<file path="config.mk">
export PLATFORM = sky130hd
export DESIGN_NAME = prog_mealy_fsm
export DESIGN_NICKNAME = d
export VERILOG_FILES = /design/src/rtl/prog_mealy_fsm_pkg.sv /design/src/rtl/prog_mealy_fsm_tbl.sv /design/src/rtl/prog_mealy_fsm.sv
export SDC_FILE = /design/constraint.sdc
export NUM_CORES = 1
export LEC_CHECK = 0
export BUFFER_PORTS_ARGS = -buffer_cell sky130_fd_sc_hd__buf_2
export CORE_ASPECT_RATIO = 1.4
export CORE_UTILIZATION = 61
export DETAILED_ROUTE_END_ITERATION = 10
export HOLD_SLACK_MARGIN = 0.03
export PLACE_DENSITY = 0.82
export SYNTH_ARGS = -nofsm -noshare
export SYNTH_HDL_FRONTEND = slang
export SYNTH_HIERARCHICAL = 1
export SYNTH_SLANG_ARGS = --single-unit
</file>
<file path="constraint.sdc">
create_clock -name clk -period 13.6 [get_ports clk]
set_input_delay 0.68 -clock clk [delete_from_list [all_inputs] [get_ports clk]]
set_output_delay 0.68 -clock clk [all_outputs]
set_load 0.02 [all_outputs]
</file>
<file path="src/rtl/prog_mealy_fsm_pkg.sv">
// Shared types and width helpers for the table-programmable Mealy FSM.
// Table entries are stored at maximum field width; unused upper bits stay zero.
package prog_mealy_fsm_pkg;

  localparam int MAX_SW    = 8;
  localparam int MAX_OUT_W = 16;

  // Bit positions inside the per-cycle error-cause vector.
  localparam int ERR_CFG_ADDR   = 0;
  localparam int ERR_NEXT_RANGE = 1;
  localparam int ERR_CAUSES     = 2;

  typedef struct packed {
    logic [MAX_SW-1:0]    next;
    logic [MAX_OUT_W-1:0] out;
  } tbl_entry_t;

  function automatic int calc_sw(input int num_states);
    int w;
    w = $clog2(num_states);
    return (w < 1) ? 1 : w;
  endfunction

  function automatic int calc_aw(input int num_states, input int in_w);
    return calc_sw(num_states) + in_w;
  endfunction

endpackage

</file>
<file path="src/rtl/prog_mealy_fsm_tbl.sv">
// Transition/output table for prog_mealy_fsm. It holds one entry per {state, input} pair.
// The table has an async clear to {RESET_STATE, 0}, one write port and one combinational read port.
module mealy_tbl
  import prog_mealy_fsm_pkg::*;
#(
  parameter int NUM_STATES  = 5,
  parameter int IN_W        = 2,
  parameter int RESET_STATE = 0,
  parameter int AW          = calc_aw(NUM_STATES, IN_W)
) (
  input  logic          clk_i,
  input  logic          rst_i,
  input  logic          we_i,
  input  logic [AW-1:0] waddr_i,
  input  tbl_entry_t    wdata_i,
  input  logic [AW-1:0] raddr_i,
  output tbl_entry_t    rdata_o
);

  localparam int         DEPTH     = NUM_STATES << IN_W;
  localparam tbl_entry_t CLR_ENTRY = '{next: MAX_SW'(RESET_STATE), out: '0};

  tbl_entry_t mem_q [DEPTH];

  // Callers only present writes whose state field is legal, so waddr_i < DEPTH.
  always_ff @(posedge clk_i or posedge rst_i) begin
    if (rst_i) begin
      for (int i = 0; i < DEPTH; i++) begin
        mem_q[i] <= CLR_ENTRY;
      end
    end else if (we_i) begin
      mem_q[waddr_i] <= wdata_i;
    end
  end

  assign rdata_o = mem_q[raddr_i];

endmodule

</file>
<file path="src/rtl/prog_mealy_fsm.sv">
// Table-programmable Mealy FSM with input qualification, illegal-next recovery and sticky err.
// Define MEALY_OUT_REG_EN to register fsm_output/out_valid (one cycle later, aligned with cur_state).
module prog_mealy_fsm
  import prog_mealy_fsm_pkg::*;
#(
  parameter int  NUM_STATES  = 5,
  parameter int  IN_W        = 2,
  parameter int  OUT_W       = 2,
  parameter int  RESET_STATE = 0,
  localparam int SW          = calc_sw(NUM_STATES),
  localparam int AW          = SW + IN_W
) (
  input  logic             clk,
  input  logic             reset,
  input  logic             in_valid,
  input  logic [IN_W-1:0]  fsm_input,
  output logic [OUT_W-1:0] fsm_output,
  output logic             out_valid,
  output logic [SW-1:0]    cur_state,
  input  logic             cfg_we,
  input  logic [AW-1:0]    cfg_addr,
  input  logic [SW-1:0]    cfg_next,
  input  logic [OUT_W-1:0] cfg_out,
  output logic             err,
  input  logic             err_clr
);

  // One spare bit so a limit of 256 is representable in the range compares.
  localparam int              LW       = MAX_SW + 1;
  localparam logic [LW-1:0]   NS_LIMIT = LW'(NUM_STATES);
  localparam logic [SW-1:0]   RST_ST   = SW'(RESET_STATE);

  logic [SW-1:0]         state_q, state_d;
  logic                  err_q, err_d;
  logic [ERR_CAUSES-1:0] err_cause;
  logic [SW-1:0]         cfg_state;
  logic                  wr_ok;
  logic                  next_bad;
  logic [OUT_W-1:0]      step_out;
  tbl_entry_t            wr_ent;
  tbl_entry_t            rd_ent;
  logic                  unused_rd_out_bits;

  assign cfg_state = cfg_addr[AW-1:IN_W];
  assign wr_ok     = (LW'(cfg_state) < NS_LIMIT);

  always_comb begin
    wr_ent      = '0;
    wr_ent.next = MAX_SW'(cfg_next);
    wr_ent.out  = MAX_OUT_W'(cfg_out);
  end

  mealy_tbl #(
    .NUM_STATES  (NUM_STATES),
    .IN_W        (IN_W),
    .RESET_STATE (RESET_STATE),
    .AW          (AW)
  ) u_tbl (
    .clk_i   (clk),
    .rst_i   (reset),
    .we_i    (cfg_we && wr_ok),
    .waddr_i (cfg_addr),
    .wdata_i (wr_ent),
    .raddr_i ({state_q, fsm_input}),
    .rdata_o (rd_ent)
  );

  // Upper out bits are always zero (writes zero-extend); fold them so nothing dangles.
  assign unused_rd_out_bits = ^rd_ent.out;
  assign next_bad           = (LW'(rd_ent.next) >= NS_LIMIT);

  always_comb begin
    state_d   = state_q;
    err_cause = '0;
    step_out  = '0;
    if (in_valid) begin
      step_out = rd_ent.out[OUT_W-1:0];
      if (next_bad) begin
        state_d                   = RST_ST;
        err_cause[ERR_NEXT_RANGE] = 1'b1;
      end else begin
        state_d = rd_ent.next[SW-1:0];
      end
    end
    if (cfg_we && !wr_ok) begin
      err_cause[ERR_CFG_ADDR] = 1'b1;
    end
    // A new error in the same cycle as err_clr keeps the flag set.
    err_d = err_q;
    if (|err_cause) begin
      err_d = 1'b1;
    end else if (err_clr) begin
      err_d = 1'b0;
    end
  end

  always_ff @(posedge clk or posedge reset) begin
    if (reset) begin
      state_q <= RST_ST;
      err_q   <= 1'b0;
    end else begin
      state_q <= state_d;
      err_q   <= err_d;
    end
  end

  assign cur_state = state_q;
  assign err       = err_q;

`ifdef MEALY_OUT_REG_EN
  logic [OUT_W-1:0] out_q;
  logic             vld_q;

  always_ff @(posedge clk or posedge reset) begin
    if (reset) begin
      out_q <= '0;
      vld_q <= 1'b0;
    end else begin
      out_q <= step_out;
      vld_q <= in_valid;
    end
  end

  assign fsm_output = out_q;
  assign out_valid  = vld_q;
`else
  assign fsm_output = step_out;
  assign out_valid  = in_valid;
`endif

endmodule

</file>
==> results of run 1 <==
[critical path, stage by stage]
cell	delay [ns]
buf_2	0.66
nor2b_1	0.75
a22oi_1	0.22
nand3_1	0.15
o211ai_1	0.09
and2_2	0.20
buf_2	0.15
[per-layer routing]
| metal | GRT usage, % | vias up | wire, microns |
|---|---|---|---|
| met5 | 0 | - | 0 |
| met4 | 11.2 | 0 | 831 |
| met3 | 3.39 | 50 | 904 |
| met2 | 44.4 | 141 | 10800 |
| met1 | 33.2 | 2923 | 8020 |
| li1 | - | 2393 | - |
[state kept, by name, summed over array words and instances, names as in the netlist]
name / count
cur_state: 3
err: 1
u_tbl/mem_q: 200
[worst max path at each step]
stage | end | slack [ns] | cells past startpoint | from
2_1_floorplan | u_tbl/mem_q[0]$_DFFE_PP0P_ | 7.47 | 1 | reset
3_3_place_gp | err$_DFFE_PP0P_ | 9.97 | 8 | fsm_input[0]
3_5_place_dp | err$_DFFE_PP0P_ | 9.92 | 8 | fsm_input[0]
4_1_cts | fsm_output[0] | 10.00 | 7 | fsm_input[1]
5_1_grt | fsm_output[0] | 9.82 | 7 | fsm_input[1]
6_report | fsm_output[0] | 9.99 | 7 | fsm_input[1]
[power by group]
group | leakage, nW | internal, mW | switching, mW
combinational | 1.83 | 0.156 | 0.164
clock | 0.362 | 0.380 | 0.229
sequential | 2.68 | 0.706 | 0.0529
total | 4.87 | 1.24 | 0.446
[area by class of cell]
class / count / share of cell area [%]
clock buffer: 26 / 5.60
clock inverter: 10 / 1.52
inverter: 9 / 0.396
multi-input combinational: 394 / 39.8
sequential: 204 / 49.0
tap: 196 / 2.35
timing repair buffer: 27 / 1.42
[through the flow]
step / area, sq um / hold slack, ns / utilization (%) / power [mW]
floorplan: 9850 / 0.446 / - / 1.00
global placement: 9690 / 0.482 / 61.8 / 1.06
detailed placement: 9690 / 0.488 / 61.8 / 1.08
CTS: 10400 / 0.107 / 66.5 / 1.69
global route: 10400 / 0.127 / 66.5 / 1.75
finish: 10400 / 0.111 / 66.5 / 1.69
[cells in the final DEF, fill, tap and decap left out, types with 2 or more instances in the layout]
master,n
nor2b_1,3
nand2_1,20
o211ai_1,11
mux2_2,200
nor2_1,4
conb_1,10
bufinv_16,4
mux2i_1,50
buf_2,22
clkbuf_8,4
inv_1,8
clkinv_2,3
mux4_2,30
nand2_2,8
a22oi_1,20
nand3_1,12
clkbuf_16,21
dfrtp_1,204
and2_2,2
and2_1,2
o32ai_1,2
buf_4,5
nor3b_2,4
nor3_2,2
clkinvlp_4,2
==> summary.md, run 1 <==
| Metric | Value |
|---|---|
| Pleak | `4.87 nW` |
| Final setup fails | `0` |
| First-pass GRT wire length | `32,500 microns` |
| Unrepaired setup endpoints after global routing | `false` |
| Reg-to-reg startpoint | `cur_state[0]$_DFFE_PP0P_` |
| Layout Nets | `673` |
| Arr. time, crit path | `2.93 ns` |
| Synth warnings | `6` |
| Initial antenna violation count | `0` |
| Fin crit share | `26.5%` |
| Total global routing track utilization | `26.1%` |
| I/O pin cnt | `24` |
| Clk buf depth | `3` |
| Share of layout cells above drive strength 1 | `46.6%` |
| Hold Fails Final Rpt | `0` |
| Vias in the first global route | `6,009` |
| Final TNS setup | `0 ns` |
| Setup crit start kind | `primary input` |
| CTS resizes | `0` |
| Routed wire length | `20,600 microns` |
| Synth Instances | `701` |
| Critical path endpoint category | `output port` |
| Required time of the critical path | `12.92 ns` |
| Finished Layout Cells | `866` |
| Max_slew headroom | `25.2%` |
| Via count | `5,507` |
| Port Buffers | `23` |
| Hold Crit Class | `in2async` |
| RePlAce Congestion | `0.861` |
| Min Tclk post-route | `3.61 ns` |
| Die X | `109 microns` |
| R2r worst-path depth | `8` |
| Clock skew | `0.0169 ns` |
| Grt ovf | `0` |
| Dpl ws | `9.92 ns` |
| Inst Count DP | `830` |
| Worst flop-to-flop path endpoint | `err$_DFFE_PP0P_` |
| Max capacitance violation total | `0` |
| DR vias/cell | `6.36` |
| Ant. Diodes | `0` |
| Final WS setup | `9.99 ns` |
| Max Freq | `277 MHz` |
| Die area | `16,600 sq um` |
| Worst slew pin tran | `1.12 ns` |
| Clk sinks | `204` |
| Setup bufs post-CTS | `0` |
| Die height | `152 microns` |
| Worst R2R Setup Slack | `10.87 ns` |
| Core Region | `15,700 sq um` |
| Worst-Skew Late Latency | `0.49 ns` |
| Mean area per synthesized cell | `14.0 sq um` |
| Pre-antenna DRT Iters | `4` |
| Sequential cell area | `5100 sq um` |
| Setup Crit Path Kind | `in2out` |
| CTS tree | `yes` |
| Clk slew on worst S/H paths | `0.07 ns` |
| Iter 0 DRT Violations | `344` |
| WL per Instance | `23.8 microns` |
| Peak VDD IR | `0.000122 V` |
| Area of the multi-input gates | `4150 sq um` |
| Status | `complete, no violations` |
| Largest net degree at the start of global routing | `131` |
| Crit Path Max Fanout | `34` |
| Filler cells | `1,072` |
| CTS HTree Levels | `1` |
| FP Rows | `54` |
| Drc violations | `0` |
| Num CTS Buffers | `20` |
| Hold_buf cts | `0` |
| Mapped Area | `9820 sq um` |
| Initial core utilization | `62.6%` |
| Area growth syn-to-layout | `6.23%` |
| Fin. max-slew vios | `0` |
| Remaining antenna violation count | `0` |
| Root Buffer | `clkbuf_16` |
| Power density over cell area | `162 nW/um^2` |
| Detail Placement HPWL | `13,700 microns` |
Note: power is estimated with default switching activity, not from simulation.
==> run 2: changes to the inputs <==
- PLACE_DENSITY: 0.82 -> 0.79
- clock period: 13.6 -> 3.4 ns (I/O delays scaled with it)
==> summary.md, run 2 (same netlist as run 1, synthesis figures left out) <==
| Metric | Value |
|---|---|
| Hold Fails Final Rpt | `0 (unchanged)` |
| Port Buffers | `23 (unchanged)` |
| Pre-antenna DRT Iters | `5 (+1)` |
| Power density over cell area | `623 nW/um^2 (+280%)` |
| Unrepaired setup endpoints after global routing | `false` |
| Required time of the critical path | `3.78 ns (-9.14 ns)` |
| Worst flop-to-flop path endpoint | `err$_DFFE_PP0P_` |
| Commonest non-fill, non-tap cell in the layout | `dfrtp_1` |
| Worst slew pin tran | `0.934 ns (-0.183 ns)` |
| CTS HTree Levels | `1 (unchanged)` |
| Worst-Skew Late Latency | `0.50 ns (about the same)` |
| Grt ovf | `0 (unchanged)` |
| R2r worst-path depth | `9 (+1)` |
| I/O pin cnt | `24 (unchanged)` |
| Hold Crit Class | `in2async` |
| Largest net degree at the start of global routing | `81 (-38%)` |
| Setup Crit Path Kind | `reg2reg` |
| Critical path endpoint category | `flop` |
| Min Tclk post-route | `3.14 ns` |
| Most flops, register | `u_tbl/mem_q` |
| Max Freq | `318 MHz` |
| Worst R2R Setup Slack | `0.26 ns (-10.61 ns)` |
| First-pass GRT wire length | `33,500 microns (+2.9%)` |
| Reg-to-reg startpoint | `cur_state[0]$_DFFE_PP0P_` |
| Fin. max-slew vios | `0 (unchanged)` |
| Initial core utilization | `62.6% (unchanged)` |
| Total global routing track utilization | `26.8% (+0.70 points)` |
| Num CTS Buffers | `21 (+5.0%)` |
| Die X | `109 microns (unchanged)` |
| Max capacitance violation total | `0 (unchanged)` |
| Detail Placement HPWL | `13,800 microns (+0.78%)` |
| Vias in the first global route | `6,043 (+0.57%)` |
| Share of layout cells above drive strength 1 | `46.0% (-0.61 points)` |
| Setup crit start kind | `flop` |
| WL per Instance | `23.9 microns (+0.60%)` |
| Final setup fails | `0 (unchanged)` |
| Via count | `5,573 (+1.2%)` |
| Clk slew on worst S/H paths | `0.06 ns (about the same)` |
| Max reg flops | `200 (unchanged)` |
| Iter 0 DRT Violations | `360 (+4.7%)` |
| CTS tree | `yes` |
| Total power | `6.51 mW (+290%)` |
| Pleak | `4.88 nW (+0.32%)` |
| Ant. Diodes | `0 (unchanged)` |
| Routed wire length | `21,000 microns (+1.9%)` |
| DR vias/cell | `6.35 (about the same)` |
| Hold_ws | `0.121 ns (+0.0100 ns)` |
| FP Rows | `54 (unchanged)` |
| Final Core Density | `66.7% (+0.21 points)` |
| Arr. time, crit path | `3.53 ns (+0.60 ns)` |
| Most frequent cells in the layout | `dfrtp_1, mux2_2, mux2i_1, mux4_2, buf_2` |
| Area growth syn-to-layout | `6.56%` |
| RePlAce Congestion | `0.832 (-3.4%)` |
| Core Region | `15,700 sq um (unchanged)` |
| CTS resizes | `0 (unchanged)` |
| Root Buffer | `clkbuf_16` |
| Crit path from | `cur_state[0]$_DFFE_PP0P_` |
| Remaining antenna violation count | `0 (unchanged)` |
| Clk sinks | `204 (unchanged)` |
| Die height | `152 microns (unchanged)` |
| Status | `complete, no violations` |
| Fin crit share | `92.5%` |
| Die area | `16,600 sq um (unchanged)` |
| Final TNS setup | `0 ns (unchanged)` |
| Max_slew headroom | `37.4% (+12 points)` |
| Peak VDD IR | `0.000438 V (+260%)` |
| Initial antenna violation count | `0 (unchanged)` |
| Clock skew | `0.0135 ns (-0.00345 ns)` |
| Drc violations | `0 (unchanged)` |
| Crit Path Max Fanout | `16 (-53%)` |
| Layout Nets | `684 (+1.6%)` |
| Clk buf depth | `3 (unchanged)` |
-- run 2: per-layer routing --
layer / vias to the layer above / global-route usage (%) / part of all wire [%]
met5: - / 0 / 0
met4: 0 / 11.5 / 3.6
met3: 30 / 3.30 / 4.1
met2: 147 / 44.9 / 52
met1: 2979 / 35.0 / 41
li1: 2417 / - / -
-- run 2: where the power goes --
group,total [mW],switching (mW),internal (mW)
clock network,2.18,0.905,1.28
logic,1.29,0.649,0.645
registers,3.04,0.214,2.83
total,6.51,1.77,4.75
-- run 2: worst max path at each step --
stage,endpoint,cells past startpoint
floorplan,u_tbl/mem_q[0]$_DFFE_PP0P_,1
global placement,err$_DFFE_PP0P_,9
detailed placement,err$_DFFE_PP0P_,9
CTS,err$_DFFE_PP0P_,9
global route,err$_DFFE_PP0P_,9
finish,err$_DFFE_PP0P_,9
-- run 2: repair_timing --
item,in CTS,in global routing
endpoints found under the hold margin,17,0
buffers inserted,0,0
hold buffers,4,0
-- run 2: cell type report --
cell class / instances / area [sq um]
Timing Repair Buffer: 37 / 270
Multi-Input combinational cell: 394 / 4150
Tap cell: 196 / 245
Sequential cell: 204 / 5100
Inverter: 9 / 37.5
Fill cell: 1074 / 5210
Clock buffer: 34 / 634
Clock inverter: 3 / 22.5
-- run 2: critical path, cell delays in order, from the launching register on --
cell and delay (ns):
dfrtp_1 0.38, buf_4 0.30, and2_1 0.47, a22oi_1 0.20
nand3_1 0.14, o211ai_1 0.11, or4_1 0.53, o21ai_1 0.18
o2111ai_1 0.13, dlygate4sd3_1 0.58
-- run 2: stage by stage --
| stage | setup WS [ns] | area (sq um) | instances |
|---|---|---|---|
| floorplan | 0.642 | 9850 | 710 |
| global placement | 0.838 | 9760 | 836 |
| detailed placement | 0.782 | 9760 | 836 |
| CTS | 0.326 | 10500 | 877 |
| global route | 0.169 | 10500 | 877 |
| finish | 0.256 | 10500 | 877 |
==> run 3: changes to the inputs <==
- PLACE_DENSITY: 0.79 -> 0.81
- SYNTH_HIERARCHICAL: 1 -> not set
==> summary.md, run 3 <==
| Metric | Value |
|---|---|
| Sequential cell area | `2600 sq um (-49%)` |
| Max reg flops | `100 (-50%)` |
| Worst slew pin tran | `0.748 ns (-0.186 ns)` |
| First-pass GRT wire length | `16,100 microns (-52%)` |
| Detail Placement HPWL | `6850 microns (-50%)` |
| Arr. time, crit path | `2.18 ns (-1.35 ns)` |
| Worst flop-to-flop path endpoint | `err$_DFFE_PP0P_` |
| Pre-antenna DRT Iters | `4 (-1)` |
| Via count | `2,896 (-48%)` |
| Synth warnings | `0 (-6)` |
| Power density over cell area | `625 nW/um^2 (+0.32%)` |
| Worst-Skew Late Latency | `0.38 ns (-0.12 ns)` |
| Clk buf depth | `2 (-1)` |
| Remaining antenna violation count | `0 (unchanged)` |
| Post-synth top area cell | `dfrtp_1` |
| Reg-to-reg startpoint | `cur_state[0]$_DFFE_PP0P_` |
| Most frequent cells in the layout | `dfrtp_1, mux2_2, nand2_1, buf_2, mux4_2` |
| M1 wire length | `4190 microns (-51%)` |
| Status | `complete, no violations` |
| Compound-Gate Fraction of Synth Area | `2.44%` |
| Die area | `8450 sq um (-49%)` |
| Unrepaired setup endpoints after global routing | `false` |
| Final setup fails | `0 (unchanged)` |
| FP Rows | `38 (-30%)` |
| Simple-gate share of the synthesized area | `5.84%` |
| Grt ovf | `0 (unchanged)` |
| Fraction of synthesized cell area in xor and xnor cells | `0%` |
| Met3 wire len | `487 microns (-43%)` |
| Critical path endpoint category | `output port` |
| Setup bufs post-CTS | `0 (unchanged)` |
| Hold Crit Class | `in2reg` |
| Hold worst-path end | `cur_state[2]$_DFFE_PP0P_` |
| Clock skew | `0.0118 ns (-0.00169 ns)` |
| Largest stage delay on the critical path | `0.58 ns (about the same)` |
| Drc violations | `0 (unchanged)` |
| Fin crit share | `69.1% (-23 points)` |
| Pleak | `2.45 nW (-50%)` |
| Synth top area share | `52.8%` |
| Area of the multi-input gates | `2170 sq um (-48%)` |
| R2r worst-path depth | `5 (-4)` |
| Clk sinks | `104 (-49%)` |
| Sequential-to-total area share from yosys stat | `52.8%` |
| Worst hold stages | `2` |
| Vias in the first global route | `3,009 (-50%)` |
| Total power | `3.31 mW (-49%)` |
| Hold Crit Start | `in_valid` |
| Port Buffers | `23 (unchanged)` |
| Hold_ws | `0.0798 ns (-0.0414 ns)` |
| Setup crit start kind | `flop` |
| Final TNS setup | `0 ns (unchanged)` |
| Root Buffer | `clkbuf_8` |
| Initial core utilization | `63.2% (+0.61 points)` |
| Largest net degree at the start of global routing | `45 (-44%)` |
| WL per Instance | `21.7 microns (-9.2%)` |
| Synth Area in Adders | `0%` |
| Crit Path Max Fanout | `2 (-14)` |
| Synth async-reset ratio | `100%` |
| Number of flops mapped to enable cells by yosys | `0` |
| Num CTS Buffers | `9 (-57%)` |
| Fin. max-slew vios | `0 (unchanged)` |
| Mux share of post-synthesis cell area | `35.7%` |
| Max capacitance violation total | `0 (unchanged)` |
| Worst path cell trace | `mux4_1, mux4_2, nand2_1, a21boi_0, buf_2` |
| Syn Nets | `354` |
| CTS HTree Levels | `3 (+2)` |
| Worst R2R Setup Slack | `1.28 ns (+1.02 ns)` |
| Yosys reg bits | `104` |
| Max Freq | `425 MHz (+34%)` |
| Most frequent cell after synthesis | `dfrtp_1` |
| Min Tclk post-route | `2.35 ns (-0.794 ns)` |
| Layout Nets | `373 (-45%)` |
| Required time of the critical path | `3.23 ns (-0.55 ns)` |
| Routed wire length | `10,000 microns (-52%)` |
| Hold Fails Final Rpt | `0 (unchanged)` |
| Core Region | `7800 sq um (-50%)` |
| Prevailing post-synth register cell | `dfrtp_1` |
| Clk slew on worst S/H paths | `0.10 ns (+0.04 ns)` |
| Synth Instances | `337 (-52%)` |
| Ant. Diodes | `0 (unchanged)` |
| Most flops, register | `u_tbl.mem_q` |
| Total global routing track utilization | `26.7% (-0.13 points)` |
| Peak VDD IR | `0.000441 V (+0.61%)` |
| I/O pin cnt | `24 (unchanged)` |
| Die X | `78.0 microns (-29%)` |
| Iter 0 DRT Violations | `168 (-53%)` |
| Setup Crit Path Kind | `reg2out` |
| Top cells by area, synth | `dfrtp_1, mux2_2, mux4_2` |
| Slowest CP cell | `mux4_1` |
| Initial antenna violation count | `0 (unchanged)` |
| CTS tree | `yes` |
| Largest family of logic cells by synthesized area | `multiplexers` |
| Commonest non-fill, non-tap cell in the layout | `dfrtp_1` |
| Max_slew headroom | `49.7% (+12 points)` |
| Area growth syn-to-layout | `7.54%` |
| Share of layout cells above drive strength 1 | `43.8% (-2.2 points)` |
| Mean area per synthesized cell | `14.6 sq um (+4.5%)` |
| Top sig layer | `met4` |
| Synth top cells by count | `dfrtp_1, mux2_2, nand2_1` |
| DR vias/cell | `6.28 (-1.1%)` |
| Mapped Area | `4930 sq um (-50%)` |
| Die height | `108 microns (-29%)` |
| Met2 routed WL | `4940 microns (-55%)` |
| Netlist cell types | `37` |
| Filler cells | `563 (-48%)` |
| RePlAce Congestion | `0.834 (+0.31%)` |
[run 3: cell count changes in the layout (fill, tap and decap cells not counted), sizes merged, moves of 10 or more]
cell	previous run	this run
a22oi	20	0
mux2	200	101
mux2i	50	12
o211ai	11	1
clkbuf	34	10
conb	10	0
dfrtp	204	104
[run 3: worst max-delay path: cells and delay by family (launching register included)]
family,cells,cell delay [ns]
AO/OA/AOI/OAI,1,0.07
buffers and inverters,1,0.16
flip-flops,1,0.39
multiplexers,2,1.10
AND/OR/NAND/NOR,1,0.08
[run 3: cells by family after synthesis]
group | Yosys count
AOI/OAI and AO/OA | 15
muxes | 134
DFF | 104
and+or+nand+nor | 59
buffers and inverters | 25
[run 3: layout make-up]
class,instances,area share (%)
Multi-Input combinational cell,208,40.9
Sequential cell,104,49.1
Clock inverter,6,1.70
Clock buffer,10,2.60
Timing Repair Buffer,28,2.97
Inverter,5,0.401
Tap cell,100,2.36
[run 3: per-stage QoR]
stage / instance area (sq um) / util [%] / setup slack (ns) / instances
2_1_floorplan: 4930 / - / 0.498 / 337
3_3_place_gp: 5050 / 64.8 / 1.05 / 443
3_5_place_dp: 5050 / 64.8 / 0.977 / 443
4_1_cts: 5300 / 68.0 / 1.04 / 461
5_1_grt: 5300 / 68.0 / 0.949 / 461
6_report: 5300 / 68.0 / 1.05 / 461
[run 3: worst max-delay path by stage]
stage,slack [ns],to,from,depth (start not counted)
finish,1.05,fsm_output[0],u_tbl.mem_q[336]$_DFFE_PP0P_,5
floorplan,0.50,cur_state[0]$_DFFE_PP0P_,reset,1
global route,0.95,fsm_output[1],cur_state[0]$_DFFE_PP0P_,5
detailed placement,0.98,err$_DFFE_PP0P_,fsm_input[0],8
global placement,1.05,err$_DFFE_PP0P_,fsm_input[0],8
CTS,1.04,fsm_output[0],u_tbl.mem_q[336]$_DFFE_PP0P_,5
[run 3: repair_timing]
action | in CTS | in global routing
endpoints found under the hold margin | 43 | 0
hold buffers | 2 | 0
resized for setup | 0 | 0
setup endpoints to repair | 0 | 0
[run 3: routing by layer]
| layer | track usage [%] | up-vias |
|---|---|---|
| met4 | 13.5 | 0 |
| met5 | 0 | - |
| met3 | 6.67 | 28 |
| li1 | - | 1289 |
| met1 | 34.1 | 1487 |
| met2 | 42.7 | 92 |
[run 3: power by group]
part / total, mW / switching (mW) / internal [mW] / leakage [nW]
clock: 0.871 / 0.433 / 0.439 / 0.113
combinational: 0.786 / 0.372 / 0.414 / 1.00
sequential: 1.66 / 0.167 / 1.49 / 1.33
total: 3.31 / 0.971 / 2.34 / 2.45
